## config.mk

```make
export PLATFORM = sky130hd
export DESIGN_NAME = seq_pattern_detector
export DESIGN_NICKNAME = d
export VERILOG_FILES = /design/src/rtl/seqdet_pkg.sv /design/src/rtl/seqdet_hist.sv /design/src/rtl/seq_pattern_detector.sv
export SDC_FILE = /design/constraint.sdc
export NUM_CORES = 1
export LEC_CHECK = 0
export CAP_MARGIN = 20
export CORE_MARGIN = 10
export CORE_UTILIZATION = 35
export DETAILED_ROUTE_END_ITERATION = 6
export PLACE_DENSITY = 0.57
export SYNTH_ARGS = -nofsm -noshare
export SYNTH_HDL_FRONTEND = slang
export SYNTH_SLANG_ARGS = --single-unit
```

## constraint.sdc

```tcl
create_clock -name clk -period 3.4 [get_ports clk]
set_input_delay 0.68 -clock clk [delete_from_list [all_inputs] [get_ports clk]]
set_output_delay 0.68 -clock clk [all_outputs]
set_load 0.03 [all_outputs]
```

## src/rtl/seqdet_pkg.sv

```systemverilog
// Shared types and default sizes for the serial pattern detector.
// Pure declarations: no logic, no latency, no flow control.
package seqdet_pkg;

  typedef enum logic [1:0] {
    IDLE = 2'd0,
    FILL = 2'd1,
    HUNT = 2'd2
  } state_t;

  localparam int DEF_MAX_LEN = 8;
  localparam int DEF_CNT_W   = 8;

endpackage

```

## src/rtl/seqdet_hist.sv

```systemverilog
// History shift register, fill counter and masked compare; hit is combinational from hist and in_bit.
// No backpressure: shifts only when told to, clear wins over shift.
module seqdet_hist
  import seqdet_pkg::*;
#(
  parameter int MAX_LEN = DEF_MAX_LEN,
  parameter int LEN_W   = $clog2(MAX_LEN + 1)
) (
  input  logic               clk,
  input  logic               rst_n,
  input  logic               clr,
  input  logic               shift,
  input  logic               in_bit,
  input  logic [MAX_LEN-1:0] pattern,
  input  logic [LEN_W-1:0]   len,
  output logic [LEN_W-1:0]   fill,
  output logic               hit
);

  logic [MAX_LEN-1:0] hist;
  logic [MAX_LEN-1:0] window;
  logic [MAX_LEN-1:0] mask;
  logic [LEN_W-1:0]   len_m1;

  // Oldest history bit drops off; only the low len bits ever take part in a compare.
  assign window = MAX_LEN'({hist, in_bit});
  assign len_m1 = len - LEN_W'(1);

  always_comb begin
    mask = '0;
    for (int i = 0; i < MAX_LEN; i++) begin
      mask[i] = (i < int'(len));
    end
  end

  assign hit = (((window ^ pattern) & mask) == '0);

  always_ff @(posedge clk or negedge rst_n) begin
    if (!rst_n) begin
      hist <= '0;
      fill <= '0;
    end else if (clr) begin
      hist <= '0;
      fill <= '0;
    end else if (shift) begin
      hist <= window;
      if (fill != len_m1) begin
        fill <= fill + LEN_W'(1);
      end
    end
  end

endmodule

```

## src/rtl/seq_pattern_detector.sv

```systemverilog
// Programmable serial pattern detector; match is a registered pulse one cycle after the completing bit.
// in_valid qualifies each bit, no backpressure; match_cnt exists only when SEQDET_CNT_EN is defined.
module seq_pattern_detector
  import seqdet_pkg::*;
#(
  parameter int MAX_LEN = DEF_MAX_LEN,
  parameter int LEN_W   = $clog2(MAX_LEN + 1),
  parameter int CNT_W   = DEF_CNT_W
) (
  input  logic               clk,
  input  logic               rst_n,
  input  logic               in_valid,
  input  logic               in_bit,
  input  logic               cfg_load,
  input  logic [MAX_LEN-1:0] cfg_pattern,
  input  logic [LEN_W-1:0]   cfg_len,
  input  logic               cfg_overlap,
  input  logic               cnt_clr,
  output logic               match,
  output logic               armed,
  output logic               cfg_err
`ifdef SEQDET_CNT_EN
  ,
  output logic [CNT_W-1:0]   match_cnt
`endif
);

  state_t             state, state_nxt;
  logic [MAX_LEN-1:0] pat_q;
  logic [LEN_W-1:0]   len_q;
  logic               ovl_q;
  logic [LEN_W-1:0]   fill;
  logic               hit;
  logic               cfg_ok;
  logic               sample;
  logic               match_nxt;
  logic               hist_clr;
  logic               hist_shift;
  logic               fill_last;

  assign cfg_ok     = (cfg_len != '0) && (int'(cfg_len) <= MAX_LEN);
  // A bit presented alongside cfg_load belongs to the old configuration and is dropped.
  assign sample     = in_valid && (state != IDLE) && !cfg_load;
  assign match_nxt  = sample && (state == HUNT) && hit;
  assign hist_clr   = (cfg_load && cfg_ok) || (match_nxt && !ovl_q);
  assign hist_shift = sample && !hist_clr;
  assign fill_last  = ((fill + LEN_W'(1)) == (len_q - LEN_W'(1)));

  seqdet_hist #(
    .MAX_LEN (MAX_LEN),
    .LEN_W   (LEN_W)
  ) u_hist (
    .clk     (clk),
    .rst_n   (rst_n),
    .clr     (hist_clr),
    .shift   (hist_shift),
    .in_bit  (in_bit),
    .pattern (pat_q),
    .len     (len_q),
    .fill    (fill),
    .hit     (hit)
  );

  always_comb begin
    state_nxt = state;
    if (cfg_load) begin
      if (!cfg_ok) begin
        state_nxt = IDLE;
      end else if (cfg_len == LEN_W'(1)) begin
        state_nxt = HUNT;
      end else begin
        state_nxt = FILL;
      end
    end else if (sample) begin
      case (state)
        FILL: if (fill_last) state_nxt = HUNT;
        HUNT: if (match_nxt && !ovl_q && (len_q != LEN_W'(1))) state_nxt = FILL;
        default: state_nxt = state;
      endcase
    end
  end

  always_ff @(posedge clk or negedge rst_n) begin
    if (!rst_n) begin
      state   <= IDLE;
      pat_q   <= '0;
      len_q   <= '0;
      ovl_q   <= 1'b0;
      cfg_err <= 1'b0;
      match   <= 1'b0;
    end else begin
      state <= state_nxt;
      match <= match_nxt;
      if (cfg_load) begin
        if (cfg_ok) begin
          pat_q   <= cfg_pattern;
          len_q   <= cfg_len;
          ovl_q   <= cfg_overlap;
          cfg_err <= 1'b0;
        end else begin
          cfg_err <= 1'b1;
        end
      end
    end
  end

  assign armed = (state != IDLE);

`ifdef SEQDET_CNT_EN
  always_ff @(posedge clk or negedge rst_n) begin
    if (!rst_n) begin
      match_cnt <= '0;
    end else if (cfg_load) begin
      match_cnt <= '0;
    end else if (cnt_clr) begin
      match_cnt <= CNT_W'(match_nxt);
    end else if (match_nxt && (match_cnt != {CNT_W{1'b1}})) begin
      match_cnt <= match_cnt + CNT_W'(1);
    end
  end
`else
  logic cnt_clr_unused;
  assign cnt_clr_unused = cnt_clr;
`endif

endmodule

```

======== Yosys cells after proc, flatten, opt, wreduce, memory -nomap -nowiden ========
Index checks and enable logic that the tools add are counted.
operators by class
  $add $sub $neg .......................... 2
  multipliers ............................. 0
  div/mod/pow operators ................... 0
  magnitude comparators ................... 9
  equality and inequality tests ........... 8
  shift-type cells ........................ 0
  muxes and demuxes ....................... 13
  bitwise operators ....................... 2
  reductions and logical operators ........ 23
operator list
  operator                                                                 count
  3-bit by 4-bit < comparator with 1-bit output, first input constant      4
  7-bit 2-to-1 mux                                                         2
  2-bit 2-to-1 mux                                                         6
  4-bit 2-to-1 mux                                                         3
  1-bit logical AND                                                        9
  8-bit bitwise AND                                                        1
  8-bit zero test                                                          1
  1-bit by 4-bit < comparator with 1-bit output, first input constant      2
  2-bit by 4-bit < comparator with 1-bit output, first input constant      2
  2-bit nonzero test                                                       4
  8-bit bitwise XOR                                                        1
  4-bit by 1-bit adder with 4-bit output, second input constant            1
  4-bit by 1-bit equality test with 1-bit output, second input constant    1
  4-bit equality test                                                      1
  4-bit <= comparator, second input constant                               1
  4-bit by 1-bit inequality test with 1-bit output, second input constant  1
  4-bit inequality test                                                    1
  2-bit one-hot mux with 2 select lines                                    1
  2-bit AND reduction                                                      2
  4-bit AND reduction                                                      1
  4-bit nonzero test                                                       1
  4-bit by 1-bit subtractor with 4-bit output, second input constant       1
  1-bit zero test                                                          3
  3-bit by 2-bit inequality test with 1-bit output, second input constant  1
  6 further kinds                                                          6
word-level totals
  register bits after elaboration ......... 28
  bits in latches ......................... 0
  RAM bits ................................ 0
  ROM bits ................................ 0
  output and inout bits ................... 3
  memories kept ........................... 0

======== Longest topological paths before layout ========
  depth after elaboration ................. 11
  mapped depth ............................ 8
  gate-level depth less buffers ........... 7

======== Modules after synthesis ========
A second synthesis with hierarchy kept.
second synthesis, totals
  cells, all modules ...................... 168
  area, all modules ....................... 1767.9 µm²
modules (own cells, without submodules)
  module                times used  cells each  area each (µm²)  seq. area each (µm²)
  seq_pattern_detector  1           87          962.2            425.4
  seqdet_hist           1           81          805.8            275.3

======== Worst setup path after synthesis ========
Ideal clock, no wire load.
  path type ............................... reg-to-reg
  start ................................... reg len_q[0]
  end ..................................... reg state[0]
  arrival time ............................ 1871 ps
  setup slack ............................. 1406 ps
  cell stages (with the launch flop) ...... 8
  path buffers ............................ 0
  period minus slack after synthesis ...... 1994 ps
  cell sequence ........................... dfrtp_1 > inv_1 > ha_1 > xnor3_4 > xnor2_1 > o41ai_4 > o221ai_2 > o31a_1
on the way
  longest elaborated chain between the ends .. 8
ends and longest elaborated chain
  what                                                                   line                        text
  start, declared                                                        seq_pattern_detector.sv:30  logic [LEN_W-1:0] len_q;
  start signal, assigned                                                 seq_pattern_detector.sv:97  len_q <= cfg_len;
  1-bit by 4-bit < comparator with 1-bit output (tied with other cells)  seqdet_hist.sv:32           mask[i] = (i < int'(len));
  8-bit bitwise AND                                                      seqdet_hist.sv:36           assign hit = (((window ^ pattern) & mask) == '0);
  8-bit zero test                                                        seqdet_hist.sv:36
  1-bit logical AND                                                      seq_pattern_detector.sv:44  assign match_nxt = sample && (state == HUNT) && hit;
  1-bit logical AND (2 in a row)                                         seq_pattern_detector.sv:77  HUNT: if (match_nxt && !ovl_q && (len_q != LEN_W'(1))) state_nxt = FILL;
  3-bit by 2-bit inequality test with 1-bit output (no line)             --
  4-bit AND reduction (no line) *                                        --
  end signal, assigned                                                   seq_pattern_detector.sv:92  state <= state_nxt;
  end, declared                                                          seq_pattern_detector.sv:28  state_t state, state_nxt;
Every way passes the cells marked *; elsewhere a longest branch is shown, timed or not.
A chain may end at the register's enable or synchronous reset.

======== Worst setup path in the final report ========
  start ................................... in in_valid
  end ..................................... reg state[1]
on the way
  longest elaborated chain between the ends .. 8
ends and longest elaborated chain
  what                                                        line                        text
  start, declared                                             seq_pattern_detector.sv:12  input logic in_valid,
  1-bit logical AND * (2 in a row)                            seq_pattern_detector.sv:43  assign sample = in_valid && (state != IDLE) && !cfg_load;
  1-bit logical AND (2 in a row)                              seq_pattern_detector.sv:44
  1-bit logical AND (2 in a row)                              seq_pattern_detector.sv:77
  3-bit by 2-bit inequality test with 1-bit output (no line)  --
  4-bit AND reduction (no line) *                             --
Marked as above.

==> metrics.txt <==
dpl hpwl=2580 um; Top FF cell, synth=dfrtp_1; R2R Path Start=len_q[0]; critical-path cell list=clkdlybuf4s50_1 -> nand2_1 -> a2111oi_0 -> o211ai_1 -> nor4_1 -> o211ai_1; synthesis-stage register bit count=28; final hold violations=0; share of cells above drive strength 1=roughly 15%; top cells by area, synth=dfrtp_1, xor2_1, mux2_2, mux2i_1, nor2_1; Antenna diodes=0; min-delay worst type=reg2reg; f_max=415 MHz; hold_ws=about 0.48 ns; r2r setup slk=roughly 1.2 ns; fill count=424; min Tclk post-route=between 2 and 2.5 ns; Synth cell types=between 40 and 50; status=completed; grt met1 use=11.3%; Final Max Tran Viols=0; CP max-delay cell=clkdlybuf4s50_1; Max Buffers Root-to-Sink=2; Final Setup Violations=0; I/O Pins=22; gr busiest metal=met2; CTS tree=done; CTS H-tree depth=1; Yosys top cell area share=about 43%; Max stage delay on crit path=0.52 ns; Routed WL per cell=around 15 um; Worst Hold End=cfg_err; GR Util met3=2.30%; buffers added on ports=20; crit path max fanout=3; WL final=3390 um; Crit Path Category=in2reg; die extent in x=about 89 um; Async SR Flop Fraction=100%; crit path launch=in_valid; CTS Buf Count=3; Ys Warns=0; Core ar.=4440 um^2; # rows=24; pin count of the biggest net entering global routing=29; CP delay by family, top=compound AO/OA/AOI/OAI gates; crit end category=register; grt total ovfl=0; post-synthesis cell count=148; WP buf/inv=1; 1st-pass router iterations=4; grt met2 use=between 10% and 20%; clock-pin slew on the worst setup and hold paths=0.10 ns; root buf cell=clkbuf_8; Clock Latency Late Sink=around 0.28 ns; P_leak=0.856 nW; hold depth=1; number of flops mapped to enable cells by yosys=0; CP Data Arrival Time=2.56 ns; setup TNS=0 ns; routability cong.=0.737; nets@finish=around 190; MaxCap Viol Count=0; initial antenna violation count=0; Die Y=88.6 um; clock net sink count=28; multi-input logic area=slightly below 900 um^2; Starting DRT DRC Count=96; register area=701 um^2; cts hold-fix bufs=0; Area growth syn-to-layout=18.9%; Vias=1175; syn_area_per_cell=11.1 um^2; drt drc=0; reg-to-reg endpoint=state[0]; global-route wire length before repair=around 5900 um; post-synth net total=171; VDD IR max=0.241 mV; unrepaired setup endpoints after global routing=false; skew final=approximately 0.0032 ns; cell mode on critical path=o211ai_1; post-cts sizing count=0; R2R depth=7; startpoint types=input pin; Worst-Margin Slew=0.568 ns; commonest non-fill, non-tap cell in the layout=dfrtp_1; vias per cell=5.34; Worst EP required=3.56 ns; Initial Util=37.0%; hold_sp=cfg_err; vias in the first global route=1235; die area=7840 um^2; most frequent cells in the layout=dfrtp_1, clkdlybuf4s50_1, nor2_1, xor2_1, mux2_2; Power Density=483 nW/um^2; Netlist Area Pre-Place=1650 um^2; postcts setup bufs=0; Antenna Nets Post-Route=0; cell taking the most area after synthesis=dfrtp_1; Tcrit/Tclk final=a little over two thirds; overall routing resource usage=under 10%; Max-Slew Margin vs Limit=62.0%; Seq/Total Area, Yosys=a little over two fifths
[state kept, by name (all words and copies together) (netlist names)]
signal       count
len_q            4
u_hist.hist      7
pat_q            8
ovl_q            1
u_hist.fill      4
cfg_err          1
match            1
state            2
[layer usage]
layer,vias to the layer above,routed length [um],share of wire [%]
li1,563,-,-
met1,587,1580,47
met2,19,1640,48
met3,6,107,3.2
met4,0,59,1.7
met5,-,0,0
[worst max-delay path by stage]
stage / to / slack, ns / depth (start not counted)
2_1_floorplan: state[0] / 1.41 / 7
3_3_place_gp: u_hist.hist[0] / 0.74 / 7
3_5_place_dp: state[1] / 0.71 / 6
4_1_cts: state[1] / 1.02 / 6
5_1_grt: state[1] / 0.81 / 6
6_report: state[1] / 0.99 / 6
[cells in the mapped netlist, drive strengths merged, types with 2 or more instances]
master	count
nor3	3
nand3b	2
o22ai	2
nor2	17
o21ai	8
nand2	5
xnor3	2
inv	3
dfrtp	28
ha	4
buf	6
mux2	9
nand2b	2
nand3	2
and3b	3
xnor2	5
a22oi	3
o211ai	4
a21oi	3
mux2i	8
xor2	13
o31ai	2
[power by group]
part	switching (W)	internal [W]	total, W
Clock	0.000106	0.000158	0.000264
Combinational	0.000124	0.000133	0.000257
Sequential	0.0000492	0.000374	0.000423
[through the flow]
stage / std cells / util (%) / setup WS, ns / power, W / area, um^2
after floorplan: 148 / - / 1.41 / 0.000613 / 1650
after global placement: 216 / 42.4 / 0.742 / 0.000682 / 1880
after detailed placement: 216 / 42.4 / 0.712 / 0.000689 / 1880
after CTS: 220 / 44.0 / 1.02 / 0.000956 / 1960
after global routing: 220 / 44.0 / 0.813 / 0.00100 / 1960
final: 220 / 44.0 / 0.992 / 0.000944 / 1960
[cell families after synthesis]
group / synth area share, %
muxes: 11.0
buffers and inverters: 3.65
adders and majority gates: 3.04
and+or+nand+nor: 13.3
DFF: 42.6
xor gates and xnor gates: 13.0
AOI/OAI and AO/OA: 13.4
[final cells by class]
type                       count  share of cell area, %
inverter                       3                  0.576
sequential                    28                   35.8
clock inverter                 1                   1.54
tap                           52                   3.33
multi-input combinational    110                   45.2
clock buffer                   3                   2.11
timing repair buffer          23                   11.4
Power figures use the tool's default switching activity.
==> edit (same flow settings) <==
Re-encode `state_t` (3 states) as one-hot, 3 bits wide.
--- a/src/rtl/seqdet_pkg.sv
+++ b/src/rtl/seqdet_pkg.sv
@@ -2,10 +2,10 @@
 // Pure declarations: no logic, no latency, no flow control.
 package seqdet_pkg;
 
-  typedef enum logic [1:0] {
-    IDLE = 2'd0,
-    FILL = 2'd1,
-    HUNT = 2'd2
+  typedef enum logic [2:0] {
+    IDLE = 3'b001,
+    FILL = 3'b010,
+    HUNT = 3'b100
   } state_t;
 
   localparam int DEF_MAX_LEN = 8;
Formal check against the unedited RTL: same outputs for any inputs over 10 cycles, from zero or initial values and one cycle with rst_n low; not proved beyond that.
==> edit against the original RTL <==
Synthesized area fell by 0.23%. Routed wire length rose by 2.9%. Final area rose by 2.7%. Maximum frequency fell by 5.6%. Sequential cell count rose by 1. Setup slack got worse by 0.14 ns. Total power rose by 29%. Highest routed layer unchanged. Final cell count rose by 4.1%.
==> edit: results (changes against the original RTL) <==
metric,value,unit,change
status,finished clean,,unchanged
gp_congestion,0.761,,was 0.737
antenna_found_initial,0,,unchanged
yosys-top-cells-area,"dfrtp_1 (43%), mux2_2 (7.5%), mux2i_1 (5.5%)",,"was dfrtp_1 (43%), xor2_1 (6.9%), mux2_2 (6.2%)"
first_iter_violations,39,,was 96
cts-buffers-inserted,5,,was 3
num_antenna_cells,0,,unchanged
ir_drop,0.266,mV,was 0.241 mV
port_buffers,20,,unchanged
drive_gt1_frac,0.175,,was 0.149
synth-seq-area-share,0.443,,was 0.426
wl,3.49,mm,was 3.39 mm
critPathTopFamily,buffers and inverters,,was compound AO/OA/AOI/OAI gates
arrival,2.71,ns,was 2.56 ns
place.detailed.hpwl,2.57,mm,was 2.58 mm
ys.flop_type,dfrtp_1,,unchanged
ctsHtreeMaxLevel,2,,was 1
track_usage,0.0972,,was 0.0942
min_path_type,reg2reg,,unchanged
grt_pass1_wl,5.96,mm,was 5.91 mm
r2r_end,state[2],,was state[0]
clk_root_buffer_cell,clkbuf_8,,unchanged
clk_latency,0.28,ns,about the same
finalClockSkew,0.00602,ns,was 0.00317 ns
reg2regPathDepth,7,,unchanged
hp-start,cfg_err,,unchanged
path_clk_slew,0.06,ns,was 0.10 ns
cp_slowest_cell,clkdlybuf4s50_1,,unchanged
min_path_cells,1,,unchanged
num_vias,1162,,was 1175
r2r_slack,1.06,ns,was 1.19 ns
yosysUniqueCellTypes,39,,was 44
crit_path_max_incr_delay,0.55,ns,was 0.52 ns
yosys_warnings,0,,unchanged
syn-num-nets,174,,was 171
maxSlewHeadroom,0.719,,was 0.620
place_ws,0.601,ns,was 0.712 ns
cts_resized,0,,unchanged
cp_max_fo,8,,was 3
leakage,0.911,nW,was 0.856 nW
fin_hold_ws,0.477,ns,was 0.484 ns
firstDrtPassIters,6,,was 4
grt_max_degree,30,,was 29
synthTopCellsByCount,"dfrtp_1 (28), nor2_1 (16), mux2_2 (11), xnor2_1 (10), xor2_1 (10)",,"was dfrtp_1 (28), nor2_1 (17), xor2_1 (13), mux2_2 (9), mux2i_1 (8)"
grt_pass1_vias,1311,,was 1235
nNetsFinal,200,,was 192
n_fill_cell,441,,was 424
hold_viol,0,,unchanged
rr_startpoint,len_q[0],,unchanged
==> edit: changes by cell type after synthesis, sizes merged, moves of 2 or more <==
cell | unedited run | this run
o211ai | 4 | 0
nand2b | 2 | 0
inv | 3 | 9
nand3 | 2 | 5
buf | 6 | 4
a2bb2oi | 0 | 2
xnor2 | 5 | 10
xor2 | 13 | 10
mux2 | 9 | 13
and3b | 3 | 0
o31ai | 2 | 0
==> edit: per-stage QoR <==
step | std cells | utilization | area (µm²)
after floorplan | 151 | - | 1640
after global placement | 222 | 0.428 | 1900
after detailed placement | 222 | 0.428 | 1900
after CTS | 229 | 0.452 | 2010
after global routing | 229 | 0.452 | 2010
final | 229 | 0.452 | 2010
==> edit: worst reg2reg max path, cell delays in order (launching register included) <==
cell,delay [ns]
dfrtp_1,0.50
inv_1,0.08
ha_1,0.26
xnor3_1,0.40
xnor2_1,0.15
nor3_1,0.26
a2bb2oi_2,0.23
mux2_1,0.34
==> edit: kinds of logic (layout without fill, tap and decap cells) <==
family,Yosys count,after routing,synth area share
multiplexers,22,22,0.144
flip-flops,29,29,0.443
AO/OA/AOI/OAI,23,23,0.102
AND/OR/NAND/NOR,38,38,0.120
XOR/XNOR,21,21,0.120
buffers and inverters,14,40,0.0404
adder cells (fa/ha/maj),4,4,0.0305
==> edit: layer usage <==
metal | vias up | GRT usage | wire length (µm)
li1 | 570 | - | -
met1 | 575 | 0.107 | 1560
met2 | 15 | 0.171 | 1780
met3 | 2 | 0.0313 | 128
met4 | 0 | 0.0367 | 18
met5 | - | 0 | 0
==> edit: report_power, final <==
part	switching [mW]	total (mW)	internal, mW
Sequential	0.0800	0.493	0.413
Clock	0.130	0.343	0.213
Combinational	0.179	0.385	0.206
==> edit: layout make-up <==
type                       count  share of cell area
timing repair buffer          24               0.115
sequential                    29               0.362
inverter                       9              0.0168
multi-input combinational    108               0.422
clock buffer                   5              0.0343
tap                           52              0.0324
clock inverter                 2              0.0174
==> edit: worst max path at each step <==
stage | from | end | slack, ns | cells after the start
CTS | state[0] | armed | 0.85 | 2
detailed placement | cfg_load | state[2] | 0.60 | 7
floorplan | cfg_load | state[1] | 1.25 | 7
global route | cfg_load | state[2] | 0.70 | 7
global placement | cfg_load | state[1] | 0.61 | 7
finish | cfg_load | state[2] | 0.85 | 7
